**config.mk**
```make
export PLATFORM = sky130hd
export DESIGN_NAME = mem_indirect_sequencer
export DESIGN_NICKNAME = d
export VERILOG_FILES = /design/src/rtl/mem_indirect_sequencer.sv
export SDC_FILE = /design/constraint.sdc
export NUM_CORES = 1
export LEC_CHECK = 0
export CORE_UTILIZATION = 35
export CTS_BUF_LIST = sky130_fd_sc_hd__clkbuf_16
export CTS_CLUSTER_DIAMETER = 150
export DETAILED_ROUTE_END_ITERATION = 10
export GPL_TIMING_DRIVEN = 0
export PLACE_DENSITY_LB_ADDON = 0.05
export SLEW_MARGIN = 30
export SYNTH_ARGS = -nofsm -noshare
export SYNTH_HDL_FRONTEND = slang
export SYNTH_SLANG_ARGS = --single-unit
export TNS_END_PERCENT = 20
```
**constraint.sdc**
```tcl
create_clock -name clk -period 5.6 [get_ports clk]
set_input_delay 0.84 -clock clk [delete_from_list [all_inputs] [get_ports clk]]
set_output_delay 0.84 -clock clk [all_outputs]
set_load 0.02 [all_outputs]
```
**src/rtl/mem_indirect_sequencer.sv**
```systemverilog
// ---------------------------------------------------------------------------
// mem_indirect_sequencer
//
// Purpose:
//   Runs the multi-cycle access sequence of a memory-indirect instruction
//   (LWi, SWi, Add-to-memory) on a single-ported data memory while the
//   pipeline is frozen. busy holds the freeze; done (or err on an ack
//   timeout) tells the hazard logic it may release it.
//
//   LWi : read ptr = mem[base]; read mem[ptr]; result = that word, wb_en
//   SWi : read ptr = mem[base]; write mem[ptr] = operand; result = ptr
//   Add : read mem[base]; write mem[base] = word + operand; result = sum
//
// Ports:
//   clk        rising-edge clock
//   rest       asynchronous reset, active low
//   start      op request from the MEM stage, sampled only when idle
//   op_code    2=LWi, 1=SWi, 0=Add, 3=none
//   base_addr  effective address (rs+imm)
//   operand    rt value (store data for SWi, addend for Add)
//   busy       high while an op is in flight (pipeline freeze)
//   done       one-cycle pulse, op finished successfully
//   err        one-cycle pulse, op aborted on ack timeout
//   result     LWi word / Add sum / SWi pointer, held until next success
//   wb_en      one-cycle pulse with done for LWi (write result to rt)
//   mem_req    memory request, held until mem_ack
//   mem_we     1=write, 0=read, valid while mem_req
//   mem_addr   memory address, valid while mem_req
//   mem_wdata  write data, valid while mem_req && mem_we
//   mem_rdata  read data, valid when mem_ack is high on a read
//   mem_ack    access complete
// ---------------------------------------------------------------------------
module mem_indirect_sequencer #(
  parameter int ADDR_W  = 32,
  parameter int DATA_W  = 32,
  parameter int TIMEOUT = 64
) (
  input  logic              clk,
  input  logic              rest,
  input  logic              start,
  input  logic [1:0]        op_code,
  input  logic [ADDR_W-1:0] base_addr,
  input  logic [DATA_W-1:0] operand,
  output logic              busy,
  output logic              done,
  output logic              err,
  output logic [DATA_W-1:0] result,
  output logic              wb_en,
  output logic              mem_req,
  output logic              mem_we,
  output logic [ADDR_W-1:0] mem_addr,
  output logic [DATA_W-1:0] mem_wdata,
  input  logic [DATA_W-1:0] mem_rdata,
  input  logic              mem_ack
);

  typedef enum logic [2:0] {IDLE, RD_PTR, RD_DAT, WR, FIN} state_t;

  localparam logic [1:0] OP_ADD  = 2'd0;
  localparam logic [1:0] OP_SWI  = 2'd1;
  localparam logic [1:0] OP_LWI  = 2'd2;
  localparam logic [1:0] OP_NONE = 2'd3;

  localparam int               CNT_W    = $clog2(TIMEOUT + 1);
  localparam logic [CNT_W-1:0] CNT_LAST = CNT_W'(TIMEOUT - 1);

  state_t            state;
  logic [1:0]        op_q;
  logic [DATA_W-1:0] operand_q;
  logic [DATA_W-1:0] hold_q;
  logic [CNT_W-1:0]  wait_cnt;
  logic [DATA_W-1:0] sum;

  // Add-to-memory sum; the carry out is deliberately dropped.
  always_comb begin
    sum = mem_rdata + operand_q;
  end

  // Sequencer. Every access state raises mem_req one cycle after entry, so
  // mem_req is always low for at least one cycle between accesses and the
  // address/we/wdata registers are already settled when it rises. The value
  // destined for result is kept in hold_q and only committed on success, so
  // an aborted op leaves result untouched.
  always_ff @(posedge clk or negedge rest) begin
    if (!rest) begin
      state     <= IDLE;
      op_q      <= OP_NONE;
      operand_q <= '0;
      hold_q    <= '0;
      wait_cnt  <= '0;
      busy      <= 1'b0;
      done      <= 1'b0;
      err       <= 1'b0;
      wb_en     <= 1'b0;
      result    <= '0;
      mem_req   <= 1'b0;
      mem_we    <= 1'b0;
      mem_addr  <= '0;
      mem_wdata <= '0;
    end else begin
      done  <= 1'b0;
      err   <= 1'b0;
      wb_en <= 1'b0;
      case (state)
        IDLE: begin
          if (start && op_code != OP_NONE) begin
            op_q      <= op_code;
            operand_q <= operand;
            mem_addr  <= base_addr;
            mem_we    <= 1'b0;
            busy      <= 1'b1;
            state     <= (op_code == OP_ADD) ? RD_DAT : RD_PTR;
          end
        end

        RD_PTR, RD_DAT, WR: begin
          if (!mem_req) begin
            mem_req  <= 1'b1;
            wait_cnt <= '0;
          end else if (mem_ack) begin
            mem_req <= 1'b0;
            case (state)
              RD_PTR: begin
                hold_q   <= mem_rdata;
                mem_addr <= ADDR_W'(mem_rdata);
                if (op_q == OP_SWI) begin
                  mem_we    <= 1'b1;
                  mem_wdata <= operand_q;
                  state     <= WR;
                end else begin
                  state <= RD_DAT;
                end
              end
              RD_DAT: begin
                if (op_q == OP_LWI) begin
                  result <= mem_rdata;
                  done   <= 1'b1;
                  wb_en  <= 1'b1;
                  state  <= FIN;
                end else begin
                  hold_q    <= sum;
                  mem_we    <= 1'b1;
                  mem_wdata <= sum;
                  state     <= WR;
                end
              end
              default: begin
                mem_we <= 1'b0;
                result <= hold_q;
                done   <= 1'b1;
                state  <= FIN;
              end
            endcase
          end else if (wait_cnt == CNT_LAST) begin
            // Memory never answered: give up and return to idle with err.
            mem_req <= 1'b0;
            mem_we  <= 1'b0;
            err     <= 1'b1;
            busy    <= 1'b0;
            state   <= IDLE;
          end else begin
            wait_cnt <= wait_cnt + 1'b1;
          end
        end

        FIN: begin
          busy  <= 1'b0;
          state <= IDLE;
        end

        default: begin
          busy    <= 1'b0;
          mem_req <= 1'b0;
          mem_we  <= 1'b0;
          state   <= IDLE;
        end
      endcase
    end
  end

endmodule

```
==> results.md <==
- The congestion estimate from routability-driven global placement came to 0.867.
- The worst slew margin relative to its limit is 0.374.
- The height of the die is 166 um.
- The critical register-to-register path endpoint is hold_q[31].
- The critical path is of the in -> reg type.
- Setup repair after global routing left no endpoint under its margin.
- The number of flops mapped to enable cells by yosys is 0.
- Across all hold checks on the routed design, the worst slack comes to 0.265 ns.
- In this run the standard cell core region covers 26,200 um^2.
- The worst-margin pin slew is 0.935 ns.
- Counting the buffers created by CTS gives 17.
- The run finished, with violations left.
- The portion of synthesized area spent on multiplexers is 0.113.
- In this run, the number of DRC markers left after iteration 0 of detailed routing was 602.
- Once the clock tree was built, the setup fixing pass inserted 0 buffers.
- The first global-routing pass estimated 48.2 mm of wire.
- The die is 166 um wide.
- The multi-input combinational cells in the finished layout cover a total of 4700 um^2.
- The synthesized-area fraction occupied by ao, oa, aoi and oai cells is 0.175.
- The clock arrives with 0.0153 ns of skew.
- The filler cells instantiated in the layout total 2,577.
- The commonest cells after synthesis are 176 x dfrtp_1, 150 x nand2_1, 128 x o21ai_0.
- The post-synthesis area per instance is 9.50 um^2.
- In this run, post-CTS repair resized a total of 0 instances.
- In the post-synthesis netlist, the cell with the most instances is dfrtp_1.
- The final-report hold violation count came to 0.
- Dividing total power by cell area gives a power density of 603 nW/um^2.
- The proportion of netlist area held by the largest area contributor is 0.468.
- The maximum number of buffers from clock root to sink is 2.
- Across every metal layer, demand over resource in global routing totals 0.227.
- The arrival time reported for the critical path endpoint is 4.02 ns.
- In the routed layout, each cell is associated on average with a via count of 5.25.
- Counting cells, the worst reg-to-reg path comes to 10.
- The startpoint of the worst-slack reg-to-reg timing path is operand_q[2].
- The final standard cell count with taps included and fillers excluded is 1,564.
- Synthesis handed over a netlist of 991 instances.
- The clock input transition at the sequential cells of the worst setup and hold paths is 0.08 ns.
- In the final layout, the share of cells above drive strength 1 is 0.0741.
- Of all flip-flops after synthesis, the portion carrying an async set or reset was 1.00.
- By area, the combinational part of the netlist is dominated by compound AO/OA/AOI/OAI gates.
- The setup total negative slack is 0 ns.
- Of the total synthesized cell area, the portion taken by AND, OR, NAND and NOR gates is 0.140.
- The total wire length after detailed routing is 30.7 mm.
- The vias after detailed routing is 8,217.
- The root buffer selected by CTS is clkbuf_16.
- After legalization and detailed placement, the total HPWL measured 22.3 mm.
- The sort of element at the end of the critical path is a register.
- The minimum clock period is 3.71 ns.
- The kind of launch point of the worst setup path is an input port.
- Derived from the worst setup path, the maximum achievable clock frequency is 269 MHz.
- Of the total synthesized cell area, the portion taken by full adders, half adders and majority gates is 0.0447.
- The number of max-cap violations is 0.
- The clock reaches the later pin of the worst-skew pair after 0.43 ns.
- The number of unique standard cell types used by synthesis is 56.
- The routed wirelength normalized by instance count is 19.6 um.
- The relative area change from synthesis to final layout is 32.9%.
- The synthesized design spends more area on one cell type than any other, namely dfrtp_1.
- The sequential fraction of the synthesis area is 0.473.
- The number of H-tree levels is 4.
- The net count reported at finish is 1,350.
- The number of synthesized register bits is 178.
- In the final layout, flip-flops and latches occupy 4460 um^2.
- In this run the worst hold path is classified as in -> async.
- The most critical setup path has its startpoint at mem_rdata[0].
- The number of antenna violations at the first check in global routing is 1.
- The number of nets in the synthesized netlist is 1,126.
- The number of standard-cell rows in the floorplan is 59.
- The required time reported for the critical path endpoint is 5.90 ns.
- Entering global routing, the biggest net connects 82 pins.
- In the synthesized netlist the dominant register cell turns out to be dfrtp_1.
- The largest voltage drop on the vdd net is 245 uV.
- The cell area that synthesis handed to floorplanning was 9410 um^2.
- Setup slack on the worst reg-to-reg path comes out at 2.48 ns.
- The total DRC errors in the routed layout is 11.
- In this run the worst path has a maximum fanout of 4.
- The XOR/XNOR share of the synthesized area is 0.0260.
- The area of the die is 27,600 um^2.
- The effective utilization at floorplan is 0.359.
- The total grt overflow is 0.
- The number of buffer cells added on primary ports is 203.
- The part of the cycle the worst path needs is 0.663.
- The number of hold buffers added after cts is 0.
- The share of the core filled with cells in the final layout is 0.477.
- Summed over all cells, the static leakage comes to 5.58 nW.
- The via count of the first global-routing pass is 8,211.
- The count of nets left with antenna violations after detail routing is 0.
- The tree built by TritonCTS fans out to 178 sinks.
- The TritonCTS clock tree is done.
- The number of max-slew violations in the final report was 0.
- The total placed cells including tap cells is 1,531.
- Sorting the synthesized cells by area gives the leading types as dfrtp_1 47%, mux2i_1 7.1%, o21ai_0 6.8%.
- Overall power consumption after layout is estimated at 7.54 mW.
- The count of warnings emitted by yosys is 0.
- The count of boundary I/O pins is 204.
- Setup violations remaining at the end of the flow were counted as 0.
- The first detailed-routing pass took 8 iterations.
- In this run the worst setup path terminates at hold_q[26].
- The checks that failed: DRC.
-- how the worst min path moves through the flow --
stage / slack (ns) / to / start
after floorplan: 0.45 / hold_q[31] / hold_q[31]
after global placement: 0.46 / hold_q[1] / hold_q[1]
after detailed placement: 0.47 / mem_addr[28] / mem_addr[28]
after CTS: 0.27 / wait_cnt[4] / rest
after global routing: 0.27 / wait_cnt[5] / rest
final: 0.27 / wait_cnt[4] / rest
-- layout by cell type (no fill, tap or decap), types with 4 or more instances in the layout --
cell / n
buf_1: 4
a31oi_1: 10
nand4_1: 5
ha_1: 32
inv_1: 7
nand2b_1: 10
inv_6: 5
a21o_1: 22
or3_1: 9
o21ai_0: 128
xor2_1: 13
mux2i_1: 67
nor2b_1: 6
nor2_1: 64
dfrtp_1: 176
clkbuf_16: 17
xnor2_1: 15
nor3_1: 20
o31ai_1: 5
a211oi_1: 4
a21oi_1: 85
mux2_2: 35
clkbuf_1: 50
clkdlybuf4s50_1: 202
buf_2: 4
nand2_1: 150
and3_1: 4
nand3_1: 17
o21a_1: 6
-- power by group --
part | switching, mW | leakage, nW | internal, mW
Clock | 0.557 | 0.285 | 0.662
Sequential | 0.377 | 2.21 | 1.88
Combinational | 2.32 | 3.08 | 1.75
Total | 3.26 | 5.58 | 4.29
-- critical path, stage by stage --
cell,delay (ns)
clkdlybuf4s50_1,0.52
ha_1,0.29
fa_1,0.41
a21o_1,0.25
a311oi_2,0.41
o41ai_2,0.18
a31o_4,0.30
a21oi_2,0.25
o21ai_0,0.18
xnor2_1,0.28
a21oi_1,0.12
-- kinds of logic (layout without fill, tap and decap cells) --
group	count (synthesis)	count (layout)
DFF	178	178
AOI/OAI and AO/OA	283	283
muxes	102	102
buffers and inverters	66	303
and+or+nand+nor	301	301
other	0	1
adders and majority gates	33	33
xor gates and xnor gates	28	28
-- per-stage QoR --
stage	worst slack, ns	cell area, um^2
global route	1.78	12500
floorplan	2.44	9410
global placement	-4.20	11900
CTS	1.92	12500
finish	1.89	12500
detailed placement	1.48	11900
-- layout make-up --
cell class	instances	area share
Antenna cell	1	0.000200
Buffer	60	0.0191
Clock buffer	17	0.0340
Clock inverter	15	0.0123
Inverter	6	0.00180
Multi-Input combinational cell	747	0.375
Sequential cell	178	0.356
Tap cell	335	0.0335
Timing Repair Buffer	205	0.167
-- registers in the layout (all words and copies together) (netlist names) --
name	flops
hold_q	32
mem_we	1
state	3
err	1
result	32
wb_en	1
mem_wdata	32
operand_q	32
op_q	2
mem_req	1
busy	1
wait_cnt	7
done	1
mem_addr	32
-- metal layers --
layer	GRT usage	vias up	part of all wire
met5	0	-	0
met4	0.0528	0	0.016
met3	0.0396	29	0.046
met2	0.374	201	0.47
met1	0.312	4031	0.47
li1	-	3956	-
Note: power is estimated with default switching activity, not from simulation.
